File: src/rtl/div_unit.sv
// ----------------------------------------------------------------------------
// div_unit
//
// Multi-cycle integer divider for the RISC-V M-extension divide/remainder
// instructions. It uses radix-2 restoring division and produces one quotient
// bit per BUSY cycle. Division by zero and signed overflow bypass the
// iterative datapath and complete on the cycle after accept.
//
// Ports:
//   clk        - sole clock, rising edge
//   reset_n    - asynchronous active-low reset
//   flush      - synchronous abort of any in-flight operation or held result
//   in_valid   - request present
//   in_ready   - unit idle and able to accept a request
//   op         - 00 DIV, 01 DIVU, 10 REM, 11 REMU
//   rs1        - dividend
//   rs2        - divisor
//   out_valid  - result present (held until consumed)
//   out_ready  - consumer accepts the result
//   result     - quotient or remainder, depending on op
// ----------------------------------------------------------------------------
module div_unit #(
    parameter int WIDTH = 32
) (
    input  logic             clk,
    input  logic             reset_n,
    input  logic             flush,
    input  logic             in_valid,
    output logic             in_ready,
    input  logic [1:0]       op,
    input  logic [WIDTH-1:0] rs1,
    input  logic [WIDTH-1:0] rs2,
    output logic             out_valid,
    input  logic             out_ready,
    output logic [WIDTH-1:0] result
);

    localparam int CW = $clog2(WIDTH + 1);
    localparam logic [WIDTH-1:0] MIN_NEG = {1'b1, {(WIDTH-1){1'b0}}};

    typedef enum logic [1:0] {IDLE, BUSY, DONE} state_t;

    state_t           state;
    state_t           next_state;
    logic [CW-1:0]    count;
    logic [WIDTH-1:0] divisor;
    logic [WIDTH-1:0] quot;
    logic [WIDTH-1:0] rem;
    logic             neg_quot;
    logic             neg_rem;
    logic             rem_sel;

    logic             is_signed;
    logic             is_rem;
    logic             div_zero;
    logic             overflow;
    logic             special;
    logic [WIDTH-1:0] special_result;
    logic [WIDTH-1:0] abs_a;
    logic [WIDTH-1:0] abs_b;
    logic             accept;
    logic             last_step;
    logic [WIDTH:0]   rem_shift;
    logic             ge;
    logic [WIDTH-1:0] diff;
    logic [WIDTH-1:0] rem_next;
    logic [WIDTH-1:0] quot_next;
    logic [WIDTH-1:0] final_value;

    assign in_ready  = (state == IDLE);
    assign out_valid = (state == DONE);

    // Decode the incoming request: operand magnitudes for the unsigned core,
    // and the two cases that bypass iteration. The dividend magnitude of the
    // most-negative value wraps to itself, which is the correct unsigned
    // magnitude.
    always_comb begin
        is_signed = ~op[0];
        is_rem    = op[1];
        div_zero  = (rs2 == '0);
        overflow  = is_signed && (rs1 == MIN_NEG) && (rs2 == '1);
        special   = div_zero || overflow;
        if (div_zero) begin
            special_result = is_rem ? rs1 : '1;
        end else begin
            special_result = is_rem ? '0 : rs1;
        end
        abs_a  = (is_signed && rs1[WIDTH-1]) ? -rs1 : rs1;
        abs_b  = (is_signed && rs2[WIDTH-1]) ? -rs2 : rs2;
        accept = (state == IDLE) && in_valid && !flush;
    end

    // One restoring-division step. The partial remainder always stays below
    // the divisor, so after a successful subtract the difference fits in
    // WIDTH bits and the wrapped subtraction is exact.
    always_comb begin
        rem_shift = {rem, quot[WIDTH-1]};
        ge        = (rem_shift >= {1'b0, divisor});
        diff      = rem_shift[WIDTH-1:0] - divisor;
        rem_next  = ge ? diff : rem_shift[WIDTH-1:0];
        quot_next = {quot[WIDTH-2:0], ge};
        last_step = (count == CW'(1));
        if (rem_sel) begin
            final_value = neg_rem ? -rem_next : rem_next;
        end else begin
            final_value = neg_quot ? -quot_next : quot_next;
        end
    end

    // State register.
    always_ff @(posedge clk or negedge reset_n) begin
        if (!reset_n) begin
            state <= IDLE;
        end else begin
            state <= next_state;
        end
    end

    // Next-state logic. Flush overrides both accept and the result handshake.
    always_comb begin
        next_state = state;
        if (flush) begin
            next_state = IDLE;
        end else begin
            unique case (state)
                IDLE: if (accept) next_state = special ? DONE : BUSY;
                BUSY: if (last_step) next_state = DONE;
                DONE: if (out_ready) next_state = IDLE;
                default: next_state = IDLE;
            endcase
        end
    end

    // Datapath: latch operands on accept, iterate while BUSY, and write the
    // sign-corrected result on the final step so that result is a plain
    // register while DONE.
    always_ff @(posedge clk or negedge reset_n) begin
        if (!reset_n) begin
            count    <= '0;
            divisor  <= '0;
            quot     <= '0;
            rem      <= '0;
            neg_quot <= 1'b0;
            neg_rem  <= 1'b0;
            rem_sel  <= 1'b0;
            result   <= '0;
        end else if (accept) begin
            rem      <= '0;
            quot     <= abs_a;
            divisor  <= abs_b;
            neg_quot <= is_signed && (rs1[WIDTH-1] ^ rs2[WIDTH-1]);
            neg_rem  <= is_signed && rs1[WIDTH-1];
            rem_sel  <= is_rem;
            count    <= special ? '0 : CW'(WIDTH);
            if (special) begin
                result <= special_result;
            end
        end else if (state == BUSY && !flush) begin
            rem   <= rem_next;
            quot  <= quot_next;
            count <= count - CW'(1);
            if (last_step) begin
                result <= final_value;
            end
        end
    end

endmodule

File: config.mk
export PLATFORM = sky130hd
export DESIGN_NAME = div_unit
export DESIGN_NICKNAME = d
export VERILOG_FILES = /design/src/rtl/div_unit.sv
export SDC_FILE = /design/constraint.sdc
export NUM_CORES = 1
export LEC_CHECK = 0
export BUFFER_PORTS_ARGS = -buffer_cell sky130_fd_sc_hd__buf_2
export CAP_MARGIN = 0
export CORE_ASPECT_RATIO = 1.5
export CORE_MARGIN = 2
export CORE_UTILIZATION = 35
export CTS_BUF_LIST = sky130_fd_sc_hd__clkbuf_2 sky130_fd_sc_hd__clkbuf_4 sky130_fd_sc_hd__clkbuf_8
export CTS_CLUSTER_DIAMETER = 80
export DETAILED_ROUTE_END_ITERATION = 6
export SLEW_MARGIN = 0
export SYNTH_ARGS = -nofsm -noshare
export SYNTH_HDL_FRONTEND = slang
export SYNTH_SLANG_ARGS = --single-unit
File: constraint.sdc
create_clock -name clk -period 5.49 [get_ports clk]
set_clock_uncertainty 0.15 [all_clocks]
set_input_delay 0.8235 -clock clk [delete_from_list [all_inputs] [get_ports clk]]
set_output_delay 0.8235 -clock clk [all_outputs]
set_load 0.03 [all_outputs]
=== Word level (Yosys, flattened, before mapping) ===
Cells that the tools add are included.

* Reductions and logical operators: 16
* $add $sub $neg: 6
* Bitwise logic cells: 2
* Magnitude comparators: 1
* Equality and inequality tests: 9
* Mux-type cells: 26

{| class="wikitable"
|+ Operator list
! cell !! count
|-
| 32-bit 2-to-1 mux || 17
|-
| 32-bit negator || 4
|-
| 32-bit == test (second input constant) || 2
|-
| 33-bit by 32-bit >= comparator with 1-bit output || 1
|-
| 32-bit logical NOT || 1
|-
| 32-bit subtractor || 1
|-
| 6-bit 2-to-1 mux || 3
|-
| 2-bit 2-to-1 mux || 5
|-
| 1-bit logical AND || 8
|-
| 6-bit by 1-bit == test with 1-bit output (second input constant) || 1
|-
| 3-bit by 2-bit inequality test with 1-bit output (second input constant) || 2
|-
| 2-bit case mux with 3 select lines || 1
|-
| 3-bit AND reduction || 2
|-
| 6-bit by 1-bit subtractor with 6-bit output (second input constant) || 1
|-
| 2-bit nonzero test || 2
|-
| 3-bit inequality test (second input constant) || 1
|-
| 2-bit by 1-bit == test with 1-bit output (second input constant) || 1
|-
| 2-bit == test (second input constant) || 1
|-
| 2-bit logical NOT || 1
|-
| 2-bit inequality test (second input constant) || 1
|-
| 1-bit logical NOT || 1
|-
| 1-bit logical OR || 1
|-
| 1-bit NOT || 1
|-
| 1-bit bitwise XOR || 1
|}

* Bits of input ports: 71
* Register bits after elaboration: 139
* Logic and storage cells: 69
* Output and inout port bits: 34

=== Longest topological paths before layout ===
Gate-level depths: netlist of run 1.

* Depth after elaboration: 8
* Mapped depth: 25
* Depth with buffers taken out: 19

=== Worst setup path after synthesis of run 1 ===
OpenSTA, ideal clock, no wires.

* Path type: register to register
* From: reg rem[11]
* To: reg result[30]
* Arrival time: 4763 ps
* Path buffers: 6
* Slack: 495 ps
* Clock period less this slack: 4995 ps
* Library setup time: 82 ps
* Cell stages (with the launch flop): 24
* Data required time: 5258 ps
* Path through: dfrtp_1 > ha_1 > clkbuf_1 > a21oi_1 > o21ai_0 > a221o_1 > o211ai_4 > nand2_4 > inv_4 > clkbuf_1 > buf_2 > buf_2 > buf_1 > ha_1 > nand3b_1 > or3_1 > clkbuf_1 > or2_2 > o21ai_0 > and2_1 > o21ai_1 > nand2_1 > o22ai_1 > a31oi_1

* Longest elaborated chain between the ends: 8
* Elaborated cells between the ends (all ways): 11
* Classes of those cells: add/sub (3); order compare (1); mux (7)

{| class="wikitable"
|+ Ends and longest elaborated chain
! element !! line !! source
|-
| from (decl) || 48 || <nowiki>logic [WIDTH-1:0] rem;</nowiki>
|-
| from (signal assigned) || 159 || <nowiki>rem <= rem_next;</nowiki>
|-
| 32-bit subtractor / 33-bit by 32-bit >= comparator with 1-bit output (equally long branches) || 99, 98 ||
|-
| 32-bit 2-to-1 mux || 100 || <nowiki>rem_next = ge ? diff : rem_shift[WIDTH-1:0];</nowiki>
|-
| 32-bit negator || 104 || <nowiki>final_value = neg_rem ? -rem_next : rem_next;</nowiki>
|-
| 32-bit 2-to-1 mux || 104 ||
|-
| 32-bit 2-to-1 mux (*) || 103 || <nowiki>if (rem_sel) begin</nowiki>
|-
| 32-bit 2-to-1 mux (*) || 162 || <nowiki>if (last_step) begin</nowiki>
|-
| 32-bit 2-to-1 mux (*) || 158 || <nowiki>end else if (state == BUSY && !flush) begin</nowiki>
|-
| 32-bit 2-to-1 mux (*) || 147 || <nowiki>end else if (accept) begin</nowiki>
|-
| to (signal assigned) || 156 || <nowiki>result <= special_result;</nowiki>
|-
| to (signal assigned) || 163 || <nowiki>result <= final_value;</nowiki>
|-
| to (decl) || 35 || <nowiki>output logic [WIDTH-1:0] result</nowiki>
|}

Every way passes the cells marked *; elsewhere a longest branch is shown, timed or not. The select of a mux whose other input is x is not followed.
A chain may end at the register's enable or synchronous reset.

=== Worst setup path in the final report of run 1 ===
* From: reg rem[15]
* To: reg result[30]

The elaborated chain is that of the path after synthesis.

==> results of run 1 <==
==> worst paths after layout <==
kind | start | endpoint | cells after the start
setup / recovery | rem[15]$_DFFE_PN0P_ | result[30]$_DFFE_PN0P_ | 16
hold / removal | reset_n | count[4]$_DFFE_PN0P_ | 1
setup reg to reg | rem[15]$_DFFE_PN0P_ | result[30]$_DFFE_PN0P_ | 16
hold reg to reg | result[4]$_DFFE_PN0P_ | result[4]$_DFFE_PN0P_ | 2
max in group asynchronous | reset_n | rem[25]$_DFFE_PN0P_ | 2
min in group clk | result[4]$_DFFE_PN0P_ | result[4]$_DFFE_PN0P_ | 2
==> layout make-up <==
| cell class | instances | share of cell area [%] |
|---|---|---|
| multi-input combinational | 1253 | 59.01 |
| sequential | 139 | 26.43 |
| timing repair buffer | 130 | 5.485 |
| tap | 420 | 3.993 |
| clock buffer | 20 | 1.996 |
| inverter | 55 | 1.588 |
| clock inverter | 12 | 1.483 |
| antenna | 1 | 0.01901 |
==> routing by layer <==
metal	track usage, %	vias up	wire (µm)
met5	0	-	0
met4	13.76	0	2526
met3	3.223	109	1505
met2	42.30	332	21160
met1	26.71	5705	16070
li1	-	5657	-
==> placed cells by master, fill, tap and decap left out, types with 26 or more instances in the layout <==
cell type,synthesis,layout
nand2_1,222,221
dfrtp_1,139,139
nor3_1,38,38
xnor2_1,77,77
o31ai_1,27,27
o21ai_0,130,130
nor2_1,148,147
buf_4,0,26
inv_1,53,53
xor2_1,58,58
nand4_1,26,26
a31oi_1,42,42
ha_1,39,39
buf_2,8,103
a21oi_1,104,104
==> state kept, by name, summed over array words and instances (netlist names) <==
signal,count
state,2
rem,32
divisor,32
quot,32
neg_quot,1
count,6
neg_rem,1
rem_sel,1
result,32
==> cell families after synthesis <==
group                      Yosys count  synth area share, %
AOI/OAI and AO/OA                  459                24.58
and+or+nand+nor                    574                22.93
xor gates and xnor gates           135                10.02
muxes                               20                1.718
adders and majority gates           65                6.426
DFF                                139                29.48
buffers and inverters              149                4.846
==> power groups by stage <==
stage	logic [mW]	registers, mW	clock network [mW]
5_1_grt	6.44	1.95	1.05
6_report	5.91	1.89	0.994
3_3_place_gp	5.81	1.89	0
2_1_floorplan	4.12	1.91	0
4_1_cts	5.86	1.88	1.01
3_5_place_dp	5.81	1.90	0
==> worst max-delay path, cell delays in order, from the launching register on <==
cell      delay, ps
dfrtp_1         460
ha_1            420
a21oi_1         270
o21ai_0         200
a221o_1         400
o211ai_4        450
nand2_4         150
inv_4           150
mux2i_1         300
ha_1            220
nand3_1         150
nor4_1          270
a32oi_1         140
or3_1           440
o41ai_1         460
xnor2_1         170
a31oi_1         100
==> flow_summary.json, run 1 <==
{
  "fin_crit_ps": 5018,
  "fp.dieH_um": 228.9,
  "nets": 1707,
  "io_buffers": 104,
  "syn_nets": 1652,
  "seqPwrFrac_pct": 21.5,
  "tightest_slew_ps": 1141,
  "switching_share_pct": 52.92,
  "cp-start-kind": "flop",
  "r2r_slack_ps": 470,
  "io_pins": 105,
  "cts.clk_slew.worst_paths_ps": 90,
  "die_w_um": 153.9,
  "ir_drop_v": 0.0002861,
  "slew_violations": 0,
  "ys_types": 81,
  "hold_violations": 0,
  "fin_hold_ws_ps": 84.68,
  "setup_viol": 0,
  "fin_cells": 2030,
  "ys_seq_area_share_pct": 29.48,
  "coreArea_um2": 33340,
  "multi_input_area_um2": 7766,
  "fill_cells": 3435,
  "internal_power_mw": 4.141,
  "htreeDepth": 4,
  "rsz0062_at_grt": "false",
  "fin_crit_sh_pct": 91.40,
  "cellLeakagePower_nw": 5.562,
  "placed_cell_area_um2": 12700,
  "post-place-ws_ps": 606.9,
  "yosys_warnings": 0,
  "ctsResizeCount": 0,
  "seqCellArea_um2": 3478,
  "hp-class": "primary input to async pin",
  "std_cell_rows": 82,
  "yosys-top-cells-count": "222 x nand2_1, 148 x nor2_1, 139 x dfrtp_1, 130 x o21ai_0, 104 x a21oi_1",
  "grt_max_degree": 62,
  "ys_top_cells_by_area": "dfrtp_1 29%, nand2_1 7.1%, xnor2_1 5.7%",
  "drive_gt1_share_pct": 12.06,
  "fin_ws_ps": 471.9,
  "area_growth_pct": 11.55,
  "async_reset_ff_share_pct": 100.0,
  "maxCapViolations": 0,
  "gp_congestion": 0.9901,
  "synth_edf_count": 0,
  "p_total_mw": 8.795,
  "cts-buffers-inserted": 17,
  "clockRootBuffer": "clkbuf_8",
  "ys_ff_latch": 139,
  "routed_wirelength_um": 41260,
  "max_slew_margin_pct": 23.96,
  "drc": 0,
  "powerDensity_nw_per_um2": 668.3,
  "antenna_found_initial": 1,
  "synth.avg_cell_area_um2": 7.657,
  "yosys.area.top_type": "dfrtp_1",
  "grt_use_total_pct": 23.64,
  "clock_sinks": 139,
  "grt_overflow": 0,
  "clk_latency_ps": 500,
  "critPathMaxFanout": 10,
  "pwr-share-clk_pct": 11.3,
  "arrival_ps": 5250,
  "ant_nets": 0,
  "final_area_um2": 13160,
  "num_vias": 11800,
  "power_switching_mw": 4.655,
  "clock.fmax_mhz": 199.3,
  "synth_top_area_share_pct": 29.48,
  "first_pass_iters": 5,
  "ys.flop_type": "dfrtp_1",
  "final_util_pct": 39.47,
  "syn-cell-area_um2": 11800,
  "die_area_um2": 35230,
  "status": "complete, no violations",
  "placedCellCount": 1997,
  "synth.most_common_cell": "nand2_1",
  "start_util_pct": 35.38,
  "viasPerCell": 5.814,
  "end_kind": "flop",
  "avgRoutedWirePerCell_um": 20.32,
  "synth_cells": 1541,
  "grt_pass1_wl_um": 65070,
  "cts_tree": "built",
  "clockBufferDepth": 2,
  "grt_pass1_vias": 11610,
  "critPathRequiredTime_ps": 5720,
  "post_cts_buffers": 0,
  "worstSetupPathType": "flop to flop",
  "tns_ps": 0,
  "hold_buffers": 0,
  "dp_hpwl_um": 32240,
  "drt_iter0_drc": 697,
  "power_frac_comb_pct": 67.2
}
No activity file was read; power rests on OpenSTA's default activity.
==> inputs of run 2 (changes only) <==
--- a/config.mk
+++ b/config.mk
@@ -13,6 +13,7 @@
 export CTS_BUF_LIST = sky130_fd_sc_hd__clkbuf_2 sky130_fd_sc_hd__clkbuf_4 sky130_fd_sc_hd__clkbuf_8
 export CTS_CLUSTER_DIAMETER = 80
 export DETAILED_ROUTE_END_ITERATION = 6
+export PLACE_DENSITY = 0.57
 export SLEW_MARGIN = 0
 export SYNTH_ARGS = -nofsm -noshare
 export SYNTH_HDL_FRONTEND = slang
==> run 2 against run 1 <==
Net effect: maximum frequency fell by 0.13%; cell count barely moved; routed wire length rose by 3.1%; largest cell class unchanged; flip-flop and latch count did not move; highest routed layer unchanged; utilization fell by 0.15 points; critical path type unchanged; clock-buffer cell count rose by 4; global-route usage rose by 0.61 points; register-to-register slack barely moved; critical path depth rose by 2; clock power fell by 14%.
==> flow_summary.json, run 2 (synthesis gave the netlist of run 1 again) <==
{
  "grt_overflow": 0,
  "cp-start-kind": "flop",
  "clock_sinks": 139,
  "viasPerCell": 5.802,
  "num_antenna_cells": 0,
  "hold_buffers": 0,
  "powerDensity_nw_per_um2": 657.4,
  "drt_iter0_drc": 822,
  "antenna_found_initial": 0,
  "clockBufferDepth": 2,
  "end_kind": "flop",
  "slew_violations": 0,
  "first_pass_iters": 5,
  "ff2ff_path_depth": 18,
  "coreArea_um2": 33340,
  "critPathRequiredTime_ps": 5750,
  "cts_tree": "built",
  "reg2reg_to": "result[30]$_DFFE_PN0P_",
  "start_util_pct": 35.38,
  "r2r_slack_ps": 470,
  "fp.dieH_um": 228.9,
  "arrival_ps": 5290,
  "ctsResizeCount": 0,
  "cellLeakagePower_nw": 5.546,
  "area_growth_pct": 11.11,
  "tightest_slew_ps": 1099,
  "grt_pass1_wl_um": 66450,
  "setup_viol": 0,
  "clk_latency_ps": 500,
  "critPathMaxFanout": 28,
  "grt_use_total_pct": 24.25,
  "fin_crit_ps": 5025,
  "layout_common_cells": "221 x nand2_1, 147 x nor2_1, 139 x dfrtp_1, 130 x o21ai_0, 104 x a21oi_1",
  "drive_gt1_share_pct": 12.17,
  "max_slew_margin_pct": 26.68,
  "tns_ps": 0,
  "routed_wirelength_um": 42550,
  "die_w_um": 153.9,
  "clock.fmax_mhz": 199.0,
  "io_buffers": 104,
  "cts.clk_slew.worst_paths_ps": 80,
  "clockRootBuffer": "clkbuf_8",
  "avgRoutedWirePerCell_um": 20.95,
  "hold_violations": 0,
  "fin_hold_ws_ps": 118.4,
  "gp_congestion": 0.9466,
  "htreeDepth": 4,
  "die_area_um2": 35230,
  "io_pins": 105,
  "final_common_cell": "nand2_1",
  "cts-buffers-inserted": 17,
  "post_cts_buffers": 0,
  "drc": 0,
  "ir_drop_v": 0.0002674,
  "maxCapViolations": 0,
  "worstSetupPathType": "flop to flop",
  "status": "complete, no violations",
  "ant_nets": 0,
  "reg2reg_from": "rem[11]$_DFFE_PN0P_",
  "hp-class": "primary input to async pin",
  "fin_crit_sh_pct": 91.53,
  "std_cell_rows": 82,
  "grt_max_degree": 89,
  "rsz0062_at_grt": "false",
  "dp_hpwl_um": 32760,
  "nets": 1710,
  "grt_pass1_vias": 11600,
  "num_vias": 11780
}
[run 2: cell types whose count changed in the layout (fill, tap and decap cells not counted)]
cell / before / now
buf_4: 26 / 29
bufinv_16: 5 / 1
clkbuf_4: 2 / 1
clkbuf_8: 18 / 23
clkinv_2: 4 / 5
clkinv_4: 2 / 0
diode_2: 1 / 0
[run 2: worst max-delay path, cell delays in order (launching register included)]
cell      delay [ps]
dfrtp_1          440
ha_1             410
a21oi_1          250
o21ai_0          150
a221o_1          490
o211ai_4         410
nand2_4          220
inv_4            110
buf_4            300
ha_1             260
nand3b_1         160
or3_1            490
or2_2            360
o21ai_0          200
and2_1           150
o21ai_1           80
nand2_1           90
o22ai_1           60
a31oi_1          140
[run 2: how the worst max path moves through the flow]
stage                          from                     end  slack [ps]
4_1_cts        quot[31]$_DFFE_PN0P_  result[29]$_DFFE_PN0P_         520
5_1_grt         rem[11]$_DFFE_PN0P_  result[16]$_DFFE_PN0P_         170
3_5_place_dp     rem[3]$_DFFE_PN0P_  result[29]$_DFFE_PN0P_         540
6_report        rem[11]$_DFFE_PN0P_  result[30]$_DFFE_PN0P_         470
3_3_place_gp     rem[3]$_DFFE_PN0P_  result[30]$_DFFE_PN0P_         580
2_1_floorplan   rem[11]$_DFFE_PN0P_  result[30]$_DFFE_PN0P_         500
[run 2: metrics by stage]
step | utilization (%) | total power [mW] | cell area, µm² | cells | setup WS, ps
2_1_floorplan | - | 6.026 | 11800 | 1541 | 495.3
3_3_place_gp | 38.16 | 7.649 | 12720 | 2000 | 584.3
3_5_place_dp | 38.16 | 7.657 | 12720 | 2000 | 544.8
4_1_cts | 39.32 | 8.566 | 13110 | 2031 | 518.4
5_1_grt | 39.32 | 9.277 | 13110 | 2031 | 171.1
6_report | 39.32 | 8.619 | 13110 | 2031 | 465.2
[run 2: cell type report]
| type | count | area, µm² |
|---|---|---|
| fill | 3423 | 20230 |
| multi-input combinational | 1253 | 7766 |
| sequential | 139 | 3478 |
| timing repair buffer | 133 | 744.5 |
| tap | 420 | 525.5 |
| clock buffer | 24 | 324.1 |
| inverter | 55 | 209.0 |
| clock inverter | 7 | 62.56 |
[run 2: metal layers]
| layer | vias to the layer above | share of wire (%) | GRT usage, % | routed length [µm] |
|---|---|---|---|---|
| li1 | 5664 | - | - | - |
| met1 | 5641 | 39 | 27.22 | 16510 |
| met2 | 374 | 52 | 44.45 | 22190 |
| met3 | 104 | 3.7 | 2.598 | 1555 |
| met4 | 0 | 5.4 | 13.43 | 2297 |
| met5 | - | 0 | 0 | 0 |
[run 2: where the power goes]
group | switching (mW) | internal, mW | total [mW]
sequential | 0.455 | 1.42 | 1.87
clock | 0.429 | 0.429 | 0.858
combinational | 3.73 | 2.16 | 5.89
total | 4.62 | 4.00 | 8.62
